## config.mk

```make
export PLATFORM = sky130hd
export DESIGN_NAME = hex_scan_driver
export DESIGN_NICKNAME = d
export VERILOG_FILES = /design/src/rtl/hex_scan_pkg.sv /design/src/rtl/hex_scan_driver_scan_timer.sv /design/src/rtl/hex_scan_driver.sv
export SDC_FILE = /design/constraint.sdc
export NUM_CORES = 1
export LEC_CHECK = 0
export ABC_AREA = 1
export ABC_CLOCK_PERIOD_IN_PS = 3200
export CAP_MARGIN = 25
export CORE_MARGIN = 5
export CORE_UTILIZATION = 45
export DETAILED_ROUTE_END_ITERATION = 8
export DONT_BUFFER_PORTS = 1
export PLACE_DENSITY = 0.6
export SLEW_MARGIN = 0
export SYNTH_ARGS = -nofsm -noshare
export SYNTH_HDL_FRONTEND = slang
export SYNTH_SLANG_ARGS = --single-unit
```

## constraint.sdc

```tcl
create_clock -name clk_i -period 3.2 [get_ports clk_i]
set_input_delay 0.48 -clock clk_i [delete_from_list [all_inputs] [get_ports clk_i]]
set_output_delay 0.48 -clock clk_i [all_outputs]
set_load 0.02 [all_outputs]
```

## src/rtl/hex_scan_pkg.sv

```systemverilog
// Shared types, ASCII constants and the nibble-to-character helper for the
// multiplexed hex display scan driver.
package hex_scan_pkg;

    typedef enum logic {
        S_RUN  = 1'b0,
        S_PEND = 1'b1
    } state_t;

    localparam logic [7:0] ASCII_0 = 8'h30;
    localparam logic [7:0] ASCII_A = 8'h41;

    // Uppercase only: the downstream segment decoder has no lowercase entries.
    function automatic logic [7:0] nibble_to_ascii(input logic [3:0] nib);
        if (nib <= 4'd9) begin
            return ASCII_0 + {4'h0, nib};
        end
        return ASCII_A + {4'h0, nib} - 8'd10;
    endfunction

endpackage

```

## src/rtl/hex_scan_driver_scan_timer.sv

```systemverilog
// Slot prescaler and digit index for the scan driver; exposes both current and
// next-state counter values so the parent can register outputs in lockstep.
module scan_timer #(
    parameter int NUM_DIGITS = 4,
    parameter int SCAN_DIV   = 50000,
    parameter int PRE_W      = $clog2(SCAN_DIV),
    parameter int IDX_W      = (NUM_DIGITS > 1) ? $clog2(NUM_DIGITS) : 1
) (
    input  logic             clk_i,
    input  logic             rst_i,
    output logic [PRE_W-1:0] pre_next_o,
    output logic [IDX_W-1:0] idx_o,
    output logic [IDX_W-1:0] idx_next_o,
    output logic             tc_o,
    output logic             fb_o
);

    localparam logic [PRE_W-1:0] PRE_LAST = PRE_W'(SCAN_DIV - 1);
    localparam logic [IDX_W-1:0] IDX_LAST = IDX_W'(NUM_DIGITS - 1);

    logic [PRE_W-1:0] pre_q;
    logic [PRE_W-1:0] pre_d;
    logic [IDX_W-1:0] idx_q;
    logic [IDX_W-1:0] idx_d;
    logic             tc;
    logic             fb;

    always_comb begin
        tc    = (pre_q == PRE_LAST);
        fb    = tc && (idx_q == IDX_LAST);
        pre_d = tc ? '0 : pre_q + 1'b1;
        idx_d = idx_q;
        if (tc) begin
            idx_d = (idx_q == IDX_LAST) ? '0 : idx_q + 1'b1;
        end
    end

    always_ff @(posedge clk_i or posedge rst_i) begin
        if (rst_i) begin
            pre_q <= '0;
            idx_q <= '0;
        end else begin
            pre_q <= pre_d;
            idx_q <= idx_d;
        end
    end

    assign pre_next_o = pre_d;
    assign idx_o      = idx_q;
    assign idx_next_o = idx_d;
    assign tc_o       = tc;
    assign fb_o       = fb;

endmodule

```

## src/rtl/hex_scan_driver.sv

```systemverilog
// Time-multiplexed hex scan driver feeding an ASCII 7-segment decoder; new
// values are staged in a shadow register and only take effect at frame edges.
module hex_scan_driver
    import hex_scan_pkg::*;
#(
    parameter int NUM_DIGITS = 4,
    parameter int SCAN_DIV   = 50000,
    parameter int DEAD       = 500,
    localparam int IDX_W     = (NUM_DIGITS > 1) ? $clog2(NUM_DIGITS) : 1
) (
    input  logic                    clk_i,
    input  logic                    rst_i,
    input  logic [4*NUM_DIGITS-1:0] value_i,
    input  logic                    valid_i,
    output logic                    ready_o,
    input  logic                    lz_blank_i,
    output logic [7:0]              char_o,
    output logic [NUM_DIGITS-1:0]   digit_sel_o,
    output logic [IDX_W-1:0]        digit_idx_o
);

    localparam int PRE_W = $clog2(SCAN_DIV);
    localparam int VAL_W = 4 * NUM_DIGITS;

    logic [PRE_W-1:0]      pre_next;
    logic [IDX_W-1:0]      idx_next;
    logic                  tc;
    logic                  fb;
    logic                  dead;

    state_t                state_q, state_d;
    logic                  ready_q, ready_d;
    logic [VAL_W-1:0]      shadow_q, shadow_d;
    logic [VAL_W-1:0]      disp_q, disp_d;
    logic                  blank_q, blank_d;
    logic [7:0]            char_q, char_d;
    logic [NUM_DIGITS-1:0] sel_q, sel_d;
    logic [3:0]            cur_nib;
    logic                  upper_nz;

    scan_timer #(
        .NUM_DIGITS (NUM_DIGITS),
        .SCAN_DIV   (SCAN_DIV),
        .PRE_W      (PRE_W),
        .IDX_W      (IDX_W)
    ) u_timer (
        .clk_i      (clk_i),
        .rst_i      (rst_i),
        .pre_next_o (pre_next),
        .idx_o      (digit_idx_o),
        .idx_next_o (idx_next),
        .tc_o       (tc),
        .fb_o       (fb)
    );

    if (DEAD == 0) begin : g_no_dead
        assign dead = 1'b0;
    end else begin : g_dead
        assign dead = (pre_next < PRE_W'(DEAD));
    end

    always_comb begin
        state_d  = state_q;
        ready_d  = ready_q;
        shadow_d = shadow_q;
        disp_d   = disp_q;
        case (state_q)
            S_RUN: begin
                if (valid_i && ready_q) begin
                    shadow_d = value_i;
                    state_d  = S_PEND;
                    ready_d  = 1'b0;
                end
            end
            S_PEND: begin
                if (fb) begin
                    disp_d  = shadow_q;
                    state_d = S_RUN;
                    ready_d = 1'b1;
                end
            end
            default: begin
                state_d = S_RUN;
                ready_d = 1'b1;
            end
        endcase

        cur_nib  = 4'h0;
        upper_nz = 1'b0;
        for (int k = 0; k < NUM_DIGITS; k++) begin
            if (idx_next == IDX_W'(k)) begin
                cur_nib = disp_d[4*k +: 4];
            end
            if ((IDX_W'(k) >= idx_next) && (disp_d[4*k +: 4] != 4'h0)) begin
                upper_nz = 1'b1;
            end
        end

        // Blanking is decided once per slot so a mid-slot toggle cannot chop a digit.
        blank_d = blank_q;
        if (tc) begin
            blank_d = lz_blank_i && (idx_next != '0) && !upper_nz;
        end

        for (int k = 0; k < NUM_DIGITS; k++) begin
            sel_d[k] = (idx_next != IDX_W'(k));
        end
        if (dead || blank_d) begin
            sel_d = '1;
        end

        char_d = nibble_to_ascii(cur_nib);
    end

    always_ff @(posedge clk_i or posedge rst_i) begin
        if (rst_i) begin
            state_q  <= S_RUN;
            ready_q  <= 1'b1;
            shadow_q <= '0;
            disp_q   <= '0;
            blank_q  <= 1'b0;
            char_q   <= ASCII_0;
            sel_q    <= '1;
        end else begin
            state_q  <= state_d;
            ready_q  <= ready_d;
            shadow_q <= shadow_d;
            disp_q   <= disp_d;
            blank_q  <= blank_d;
            char_q   <= char_d;
            sel_q    <= sel_d;
        end
    end

    assign ready_o     = ready_q;
    assign char_o      = char_q;
    assign digit_sel_o = sel_q;

endmodule

```

**Word-level counts from Yosys, hierarchy flattened**

Cells that the tools add are included.

- Flip-flop bits (word level): 65
- Bits in latches: 0
- Memory bits (writable): 0
- ROM bits: 0
- Output and inout port bits: 15
- Memories kept: 0

- $add $sub $neg: 5
- Multiply operators: 0
- Div/mod/pow operators: 0
- Order comparisons: 6
- Eq/ne operators: 10
- Shift operators: 0
- Multiplexer cells: 24
- Bitwise operators: 1
- Reduce and logical (&&, ||, !) cells: 18

Operators by type and width:

| cell | number |
|---|---|
| 16-bit 2-to-1 mux | 3 |
| 4-bit 2-to-1 mux | 5 |
| 16-bit by 1-bit adder with 16-bit output, second input constant | 1 |
| 16-bit equality test, second input constant | 1 |
| 16-bit by 9-bit < comparator with 1-bit output, second input constant | 1 |
| 8-bit 2-to-1 mux | 2 |
| 4-bit nonzero test | 4 |
| 1-bit 2-to-1 mux | 10 |
| 7-bit by 4-bit adder with 8-bit output, first input constant | 1 |
| 1-bit logical AND | 8 |
| 2-bit != test, second input constant | 4 |
| 8-bit by 4-bit subtractor with 8-bit output, second input constant | 1 |
| 6-bit by 4-bit adder with 7-bit output, first input constant | 1 |
| 2-bit equality test, second input constant | 3 |
| 1-bit by 2-bit >= comparator with 1-bit output, first input constant | 2 |
| 2-bit >= comparator, first input constant | 2 |
| 4-bit <= comparator, second input constant | 1 |
| 2-bit 2-to-1 mux | 2 |
| 1-bit case mux with 2 select lines | 2 |
| 2-bit AND reduction | 2 |
| 2-bit by 1-bit adder with 2-bit output, second input constant | 1 |
| 2-bit by 1-bit equality test with 1-bit output, second input constant | 1 |
| 2-bit zero test | 1 |
| 2-bit by 1-bit != test with 1-bit output, second input constant | 1 |
| other kinds (4) | 4 |

**Longest topological paths before layout**

Gate-level depths: netlist of the first run.

- Depth after elaboration: 15
- Depth in mapped cells: 19
- Gate-level depth less buffers: 18

**Cells and area by module**

From an unflattened synthesis of the first run, not the netlist that was laid out.

- Cells, all modules: 375
- Area, all modules: 3220.6 µm²

By module, submodules not included:

| module | times used | cells each | area an instance (µm²) | seq. area each (µm²) |
|---|---|---|---|---|
| hex_scan_driver | 1 | 237 | 2167.1 | 1159.9 |
| scan_timer | 1 | 138 | 1053.5 | 450.4 |

**Least setup slack after synthesis of the first run**

No wires, ideal clock.

- Kind: reg-to-reg
- Start: register u_timer.idx_q[0], in the netlist u_timer.idx_o[0]
- End: register char_q[1], in the netlist char_o[1]
- Setup time: 0.117 ns
- Data arrival time: 2.398 ns
- Data required time: 3.083 ns
- Setup slack: 0.685 ns
- Stages on the path, launching flop included: 18
- Path buffers: 1
- Clock period less this slack: 2.515 ns
- Cell sequence: dfrtp_1 > ha_1 > nand2_1 > inv_1 > nand3_2 > buf_6 > nand2_2 > nand2_2 > nand2_1 > nand3_2 > nor2_4 > inv_1 > ha_1 > or2_2 > nand2_2 > nand2_4 > nand2_1 > nand2_1

RTL lines:

| element | RTL line | text |
|---|---|---|
| start, declared | hex_scan_driver_scan_timer.sv:23 | `logic [IDX_W-1:0] idx_q;` |
| start signal, assigned | hex_scan_driver_scan_timer.sv:44 | `idx_q <= idx_d;` |
| 2-bit equality test * | hex_scan_driver_scan_timer.sv:30 | `fb = tc && (idx_q == IDX_LAST);` |
| 1-bit logical AND * | hex_scan_driver_scan_timer.sv:30 |  |
| 16-bit 2-to-1 mux * | hex_scan_driver.sv:76 | `if (fb) begin` |
| 16-bit 2-to-1 mux * | hex_scan_driver.sv:67 | `case (state_q)` |
| net disp_d[4] | hex_scan_driver.sv:34 | `logic [VAL_W-1:0] disp_q, disp_d;` |
| 4-bit 2-to-1 mux * (3 in a row) | hex_scan_driver.sv:91 | `if (idx_next == IDX_W'(k)) begin` |
| 7-bit by 4-bit adder with 8-bit output (tied with other cells) | hex_scan_pkg.sv:18 | `return ASCII_A + {4'h0, nib} - 8'd10;` |
| 8-bit by 4-bit subtractor with 8-bit output (tied with other cells) | hex_scan_pkg.sv:18 |  |
| 8-bit 2-to-1 mux * | hex_scan_pkg.sv:18 |  |
| net char_d[1] | hex_scan_driver.sv:36 | `logic [7:0] char_q, char_d;` |
| end signal, assigned | hex_scan_driver.sv:130 | `char_q <= char_d;` |
| end, declared | hex_scan_driver.sv:36 |  |

The timed path passes the listed nets; every way through them passes the cells marked *. The select of a mux whose other input is x is not followed.
A chain may end at the register's enable or synchronous reset.

**Worst setup path in the final report of the first run**

- Start: register u_timer.idx_q[0], in the netlist u_timer.idx_o[0]
- End: register char_q[1], in the netlist char_o[1]

- Word-level cells in the longest chain between the ends: 11

Ends and longest elaborated chain:

| element | RTL line |
|---|---|
| 2-bit equality test * | hex_scan_driver_scan_timer.sv:30 |
| 1-bit logical AND * | hex_scan_driver_scan_timer.sv:30 |
| 16-bit 2-to-1 mux * | hex_scan_driver.sv:76 |
| 16-bit 2-to-1 mux * | hex_scan_driver.sv:67 |
| net disp_d[0] | hex_scan_driver.sv:34 |
| 4-bit 2-to-1 mux * (4 in a row) | hex_scan_driver.sv:91 |
| 7-bit by 4-bit adder with 8-bit output (tied with other cells) | hex_scan_pkg.sv:18 |
| 8-bit by 4-bit subtractor with 8-bit output (tied with other cells) | hex_scan_pkg.sv:18 |
| 8-bit 2-to-1 mux * | hex_scan_pkg.sv:18 |
| net char_d[1] | hex_scan_driver.sv:36 |

Marks and branches as above.

==> summary.txt, run 1 <==
Synth
  – Mean post-synth cell area: around 8.2 µm²
  – Mapped Cells: around 400
  – Yosys reg bits: between 60 and 70
  – Top cell type's share of synthesized area: ~44%
  – Post-synth EDFFs: 0
  – Area leader, netlist: dfrtp_1
  – Top post-synthesis cells by area: dfrtp_1 (44%), nand2_1 (15%), dfstp_2 (5.6%), inv_1 (5.4%), nor2_1 (3.9%)
  – Synth cell types: 32
  – Synth Flop Type: dfrtp_1
  – Register area share after synthesis: between 40% and 50%
  – Synth warnings: 0
  – Ys async rst share: 100%
  – Post-synth net total: 420
  – Post-Syn Area: 3260 µm²

Final layout
  – Final Non-Filler Cells: 510
  – Nets: 430
  – Area growth, synth to finish: 11.0%
  – Final std cell area, no fill: 3620 µm²
  – Layout cells sized above 1: a little over a fifth
  – Final Util: 50.8%
  – Diodes inserted: 0

Die
  – Die W: 95.1 µm
  – Initial Util: between 40% and 50%
  – Core Region: 7140 µm²
  – Row Count: 31
  – Height of the die: about 95 µm
  – Number of I/O pins: 35
  – Die area: roughly 9000 µm²

Timing
  – RSZ-0062 raised after global routing: no
  – Final setup vio count: 0
  – Smallest setup slack after layout: 338 ps
  – Final Hold Violating Endpoints: 0
  – Fin crit period: around 2900 ps
  – Final cycle utilization of the critical path: about nine tenths
  – Fmax: between 0.3 and 0.4 GHz
  – Slew Limit Fails: 0
  – Post-Route Setup TNS: 0 ps
  – Final setup skew: roughly 13 ps

Routing
  – WL met1: approximately 3.1 mm
  – Max layer used: met4
  – Routed WL per cell: between 10 and 15 µm
  – Initial DRC Count: 59
  – Antenna viol nets, final: 0
  – Vias: 2401
  – Vias per cell: ~4.7
  – Routed met2 length: 2.95 mm
  – Detailed-route DRC error count: 0
  – Met3 Routed Length: 324 µm
  – Routed WL: between 6 and 7 mm
  – Pre-antenna DRT Iters: 4

Critical path
  – CP Data Arrival Time: a little over 3000 ps
  – Nature of the critical path endpoint: flip-flop
  – Worst-path maximum fanout: 14
  – CP Class: flip-flop to flip-flop
  – CP Data Required Time: 3430 ps
  – Crit path launch type: flip-flop

Place
  – PortBufs: 0
  – DP Area: around 3400 µm²
  – RePlAce Congestion: about 0.95
  – Detailed placement HPWL: around 5 mm
  – Dpl cells: 494
  – Post-Place Worst Slack: about 310 ps

GRT
  – Largest net degree at the start of global routing: 25
  – Vias in the first global route: about 2400
  – Global-route wire length before repair: between 10 and 15 mm
  – Initial antenna violation count: 0
  – GRT overflow: 0
  – All-Layer GR Usage: 16.2%

Clock network
  – Clock-pin slew on the worst setup and hold paths: 70 ps
  – Post-CTS Setup Bufs: 0
  – Num CTS Buffers: 9
  – Root Buffer: clkbuf_8
  – Clock Path Buffers: 2
  – Worst skew pair latency: 340 ps
  – Post-CTS Hold Fix Bufs: 0
  – Post-cts sizing count: 0
  – CTS tree: yes
  – TritonCTS Sinks: 64
  – CTS HTree Levels: 3

Pwr
  – Peak supply drop: ~320 µV
  – P_leak: 2.01 nW
  – Pwr per Cell Area: around 500 nW/µm²

Hold path
  – Worst Hold Class: primary input to async pin

Run status
  – Status: finished clean

Flow run
  – Max-Cap Viols: 0
[layout by cell type, fill, tap and decap left out, types with 2 or more instances in the layout]
cell,synthesis,routed
nand2_1,132,132
dfrtp_1,57,57
inv_1,47,46
nor2_1,34,34
nand3_1,21,21
nand2_2,16,16
nand4_1,10,10
clkbuf_8,0,10
inv_2,8,9
nor2_2,9,9
dfstp_2,7,7
o21ai_2,6,6
o21ai_0,5,5
nand3_2,5,5
nor2_4,4,4
xor2_1,4,4
ha_1,4,4
buf_4,1,4
nand2_4,3,3
a21oi_1,3,3
nand3b_1,3,3
bufinv_16,0,3
nor2_8,2,2
nor3_1,2,2
o21bai_1,2,2
or2_2,2,2
[state kept, by name (all words and copies together) (netlist names)]
register / count
blank_q: 1
char_o: 7
digit_sel_o: 4
disp_q: 16
ready_o: 1
shadow_q: 16
state_q: 1
u_timer.idx_o: 2
u_timer.pre_q: 16
[per-stage QoR]
step           hold WS [ps]  power (mW)
2_1_floorplan           429       0.941
3_3_place_gp            411       0.961
3_5_place_dp            416       0.963
4_1_cts                36.9        1.84
5_1_grt                68.5        1.89
6_report               38.0        1.82
[cell usage after synthesis (2+ instances only)]
cell and number:
a21oi_1 3, nand2_1 132, nand3_1 21, nand2_4 3, nor2_4 4, or2_2 2
o21ai_2 6, nor2_8 2, xor2_1 4, nor2_1 34, o21bai_1 2, nor2_2 9
o21ai_0 5, ha_1 4, clkbuf_1 2, inv_2 8, nand2_2 16, inv_1 47
nand4_1 10, nand3_2 5, dfrtp_1 57, nand3b_1 3, nor3_1 2, dfstp_2 7
[where the power goes]
part / internal [mW] / switching [mW] / total [mW]
Sequential: 0.856 / 0.0300 / 0.886
Clock: 0.543 / 0.333 / 0.876
Combinational: 0.0189 / 0.0392 / 0.0581
Total: 1.42 / 0.402 / 1.82
[metal layers]
| metal | GRT usage, % | vias up |
|---|---|---|
| li1 | - | 1237 |
| met2 | 24.7 | 45 |
| met1 | 21.5 | 1108 |
| met4 | 7.93 | 0 |
| met5 | 0 | - |
| met3 | 4.03 | 11 |
[final timing paths]
path,slack (ps),to,cells after the start,startpoint
worst max-delay path,340,char_o[1]$_DFF_PP0_,16,u_timer.idx_o[0]$_DFF_PP0_
worst min-delay path,40,u_timer.pre_q[0]$_DFF_PP0_,1,rst_i
worst max register to register,340,char_o[1]$_DFF_PP0_,16,u_timer.idx_o[0]$_DFF_PP0_
worst min register to register,470,u_timer.pre_q[0]$_DFF_PP0_,1,u_timer.pre_q[0]$_DFF_PP0_
max in group asynchronous,2460,char_o[4]$_DFF_PP1_,2,rst_i
min in group clk_i,240,shadow_q[8]$_DFFE_PP0P_,2,value_i[8]
[critical path, stage by stage, from the launching register on]
cell     delay (ps)
dfrtp_1         540
ha_1            230
nand2_1         140
inv_1           140
nand3_2         290
nand2_1         160
nand2_1          80
nand2_1          80
nand3_2          90
nor2_4          130
inv_1            80
ha_1            180
or2_2           300
nand2_2         130
nand2_4          70
nand2_1          60
nand2_1          50
[final cells by class]
type                    instances  area, µm²
clock inverters                 6        115
multi-input cells             271       1390
inverters                      56        211
fillers                       717       3510
well taps                      99        124
repair buffers                  4       30.0
clock buffers                  10        138
flip-flops and latches         64       1610
[logic make-up (layout without fill, tap and decap cells)]
family | Yosys count | count (layout) | synth area share, %
buffers and inverters | 61 | 76 | 7.90
other | 1 | 1 | 0.115
adders and majority gates | 4 | 4 | 1.53
xor gates and xnor gates | 4 | 4 | 1.07
DFF | 64 | 64 | 49.4
and+or+nand+nor | 244 | 244 | 36.2
AOI/OAI and AO/OA | 18 | 18 | 3.80
No activity file was read; power rests on OpenSTA's default activity.
==> run 2: changes to the inputs <==
--- a/config.mk
+++ b/config.mk
@@ -6,7 +6,7 @@
 export NUM_CORES = 1
 export LEC_CHECK = 0
 export ABC_AREA = 1
-export ABC_CLOCK_PERIOD_IN_PS = 3200
+export ABC_CLOCK_PERIOD_IN_PS = 3400
 export CAP_MARGIN = 25
 export CORE_MARGIN = 5
 export CORE_UTILIZATION = 45
==> constraint.sdc (replaced) <==
create_clock -name clk_i -period 3.4 [get_ports clk_i]
set_input_delay 0.51 -clock clk_i [delete_from_list [all_inputs] [get_ports clk_i]]
set_output_delay 0.51 -clock clk_i [all_outputs]
set_load 0.02 [all_outputs]
==> summary.txt, run 2 (synthesis results as in run 1) <==
Run status
  – Status: finished clean

Die
  – Row Count: 31 (unchanged)
  – Die W: 95.1 µm (unchanged)
  – Die area: 9050 µm² (unchanged)
  – Height of the die: 95.1 µm (unchanged)
  – Number of I/O pins: 35 (unchanged)
  – Core Region: 7140 µm² (unchanged)
  – Initial Util: 45.7% (unchanged)

Final layout
  – Commonest non-fill, non-tap cells in the layout: nand2_1 (132), dfrtp_1 (57), inv_1 (46), nor2_1 (34), nand3_1 (21)
  – Largest regs: disp_q: 16 flops, shadow_q: 16 flops, u_timer.pre_q: 16 flops
  – Sequential cell area: 1610 µm² (unchanged)
  – Layout fillers: 721 (+0.56%)
  – Area of the multi-input gates: 1390 µm² (unchanged)
  – Nets: 429 (-0.23%)
  – Final Util: 50.1% (-0.70 points)
  – Final std cell area, no fill: 3570 µm² (-1.4%)
  – Area growth, synth to finish: 9.51%
  – Diodes inserted: 0 (unchanged)
  – Most common cell after layout, fill and taps aside: nand2_1
  – Layout cells sized above 1: 20.5% (-0.44 points)

Critical path
  – Worst-path maximum fanout: 14 (unchanged)
  – CP Data Arrival Time: 3050 ps (-50 ps)
  – CP Data Required Time: 3630 ps (+200 ps)
  – Nature of the critical path endpoint: flip-flop
  – Crit path launch type: flip-flop
  – CP Class: flip-flop to flip-flop

Hold path
  – Worst Hold Class: primary input to async pin

Timing
  – Final Hold Violating Endpoints: 0 (unchanged)
  – Final setup vio count: 0 (unchanged)
  – Final cycle utilization of the critical path: 83.1% (-6.4 points)
  – Post-Route Setup TNS: 0 ps (unchanged)
  – Fin crit period: 2820 ps (-38.4 ps)
  – Fmax: 0.354 GHz (+1.4%)
  – RSZ-0062 raised after global routing: no
  – Smallest setup slack after layout: 576 ps (+238 ps)
  – Final setup skew: 9.67 ps (-2.96 ps)
  – Slew Limit Fails: 0 (unchanged)

GRT
  – Vias in the first global route: 2401 (+0.21%)
  – All-Layer GR Usage: 16.9% (+0.73 points)
  – Initial antenna violation count: 0 (unchanged)
  – GRT overflow: 0 (unchanged)
  – Global-route wire length before repair: 11.6 mm (+3.8%)
  – Largest net degree at the start of global routing: 49 (+96%)

Clock network
  – CTS HTree Levels: 3 (unchanged)
  – Post-CTS Hold Fix Bufs: 0 (unchanged)
  – Post-cts sizing count: 0 (unchanged)
  – Clock-pin slew on the worst setup and hold paths: 70 ps (about the same)
  – TritonCTS Sinks: 64 (unchanged)
  – Root Buffer: clkbuf_8
  – Num CTS Buffers: 9 (unchanged)
  – Post-CTS Setup Bufs: 0 (unchanged)
  – Clock Path Buffers: 2 (unchanged)
  – Worst skew pair latency: 330 ps (about the same)
  – CTS tree: yes

Pwr
  – Pwr Total: 1.54 mW (-15%)
  – Pwr per Cell Area: 432 nW/µm² (-14%)
  – Peak supply drop: 392 µV (+23%)
  – P_leak: 1.99 nW (-1.2%)

Place
  – Detailed placement HPWL: 5.03 mm (+1.2%)
  – RePlAce Congestion: 0.881 (-6.8%)
  – DP Area: 3350 µm² (-0.45%)
  – Post-Place Worst Slack: 570 ps (+256 ps)
  – PortBufs: 0 (unchanged)

Routing
  – Detailed-route DRC error count: 0 (unchanged)
  – Vias: 2413 (+0.50%)
  – Routed WL per cell: 13.1 µm (+3.0%)
  – Initial DRC Count: 106 (+80%)
  – Pre-antenna DRT Iters: 6 (+2)
  – Vias per cell: 4.74 (+0.70%)
  – Routed WL: 6.68 mm (+2.8%)
  – Antenna viol nets, final: 0 (unchanged)

Flow run
  – Max-Cap Viols: 0 (unchanged)
==> run 2: changes by cell type in the layout (fill, tap and decap cells not counted) <==
cell	previous run	this run
buf_12	0	1
buf_4	4	2
bufinv_16	3	1
clkbuf_1	0	1
clkinv_2	1	3
inv_6	1	0
==> run 2: worst paths after layout <==
kind                                             from                    endpoint  slack (ps)  depth (start not counted)
setup / recovery           u_timer.idx_o[0]$_DFF_PP0_         char_o[0]$_DFF_PP0_         580                         16
hold / removal                                  rst_i         char_o[6]$_DFF_PP0_          10                          1
setup reg to reg           u_timer.idx_o[0]$_DFF_PP0_         char_o[0]$_DFF_PP0_         580                         16
hold reg to reg            u_timer.pre_q[0]$_DFF_PP0_  u_timer.pre_q[0]$_DFF_PP0_         460                          1
max in group asynchronous                       rst_i        disp_q[12]$_DFF_PP0_        2600                          3
min in group clk_i                        value_i[11]    shadow_q[11]$_DFFE_PP0P_         290                          2
==> run 2: worst max-delay path, cell delays in order, from the launching register on <==
cell,delay [ps]
dfrtp_1,550
ha_1,230
nand2_1,140
inv_1,140
nand3_2,280
nand2_2,140
nand2_2,70
nand2_1,80
nand3_2,90
nor2_4,130
inv_1,70
ha_1,170
or2_2,300
nand2_2,130
nand2_4,70
nand2_1,60
nand2_1,40
==> run 2: stage by stage <==
stage	cells	hold slack [ps]
detailed placement	492	456
floorplan	396	429
global placement	492	443
finish	509	11.6
global route	509	25.5
CTS	508	275
==> run 2: where the power goes <==
part | total, mW | switching [mW] | internal (mW)
clock network | 0.651 | 0.294 | 0.358
registers | 0.835 | 0.0293 | 0.806
logic | 0.0566 | 0.0372 | 0.0194
==> run 2: final cells by class <==
cell class	instances	area share, %
inverters	56	5.92
clock inverters	5	1.58
flip-flops and latches	64	45.1
repair buffers	3	0.981
clock buffers	11	3.96
multi-input cells	271	39.0
well taps	99	3.47
==> run 2: routing by layer <==
metal	share of wire, %	track usage (%)	wire length (µm)	up-vias
met5	0	0	0	-
met1	48	22.7	3220	1119
met4	1.2	6.85	77	0
met3	3.7	3.63	248	8
met2	47	26.7	3130	48
li1	-	-	-	1238
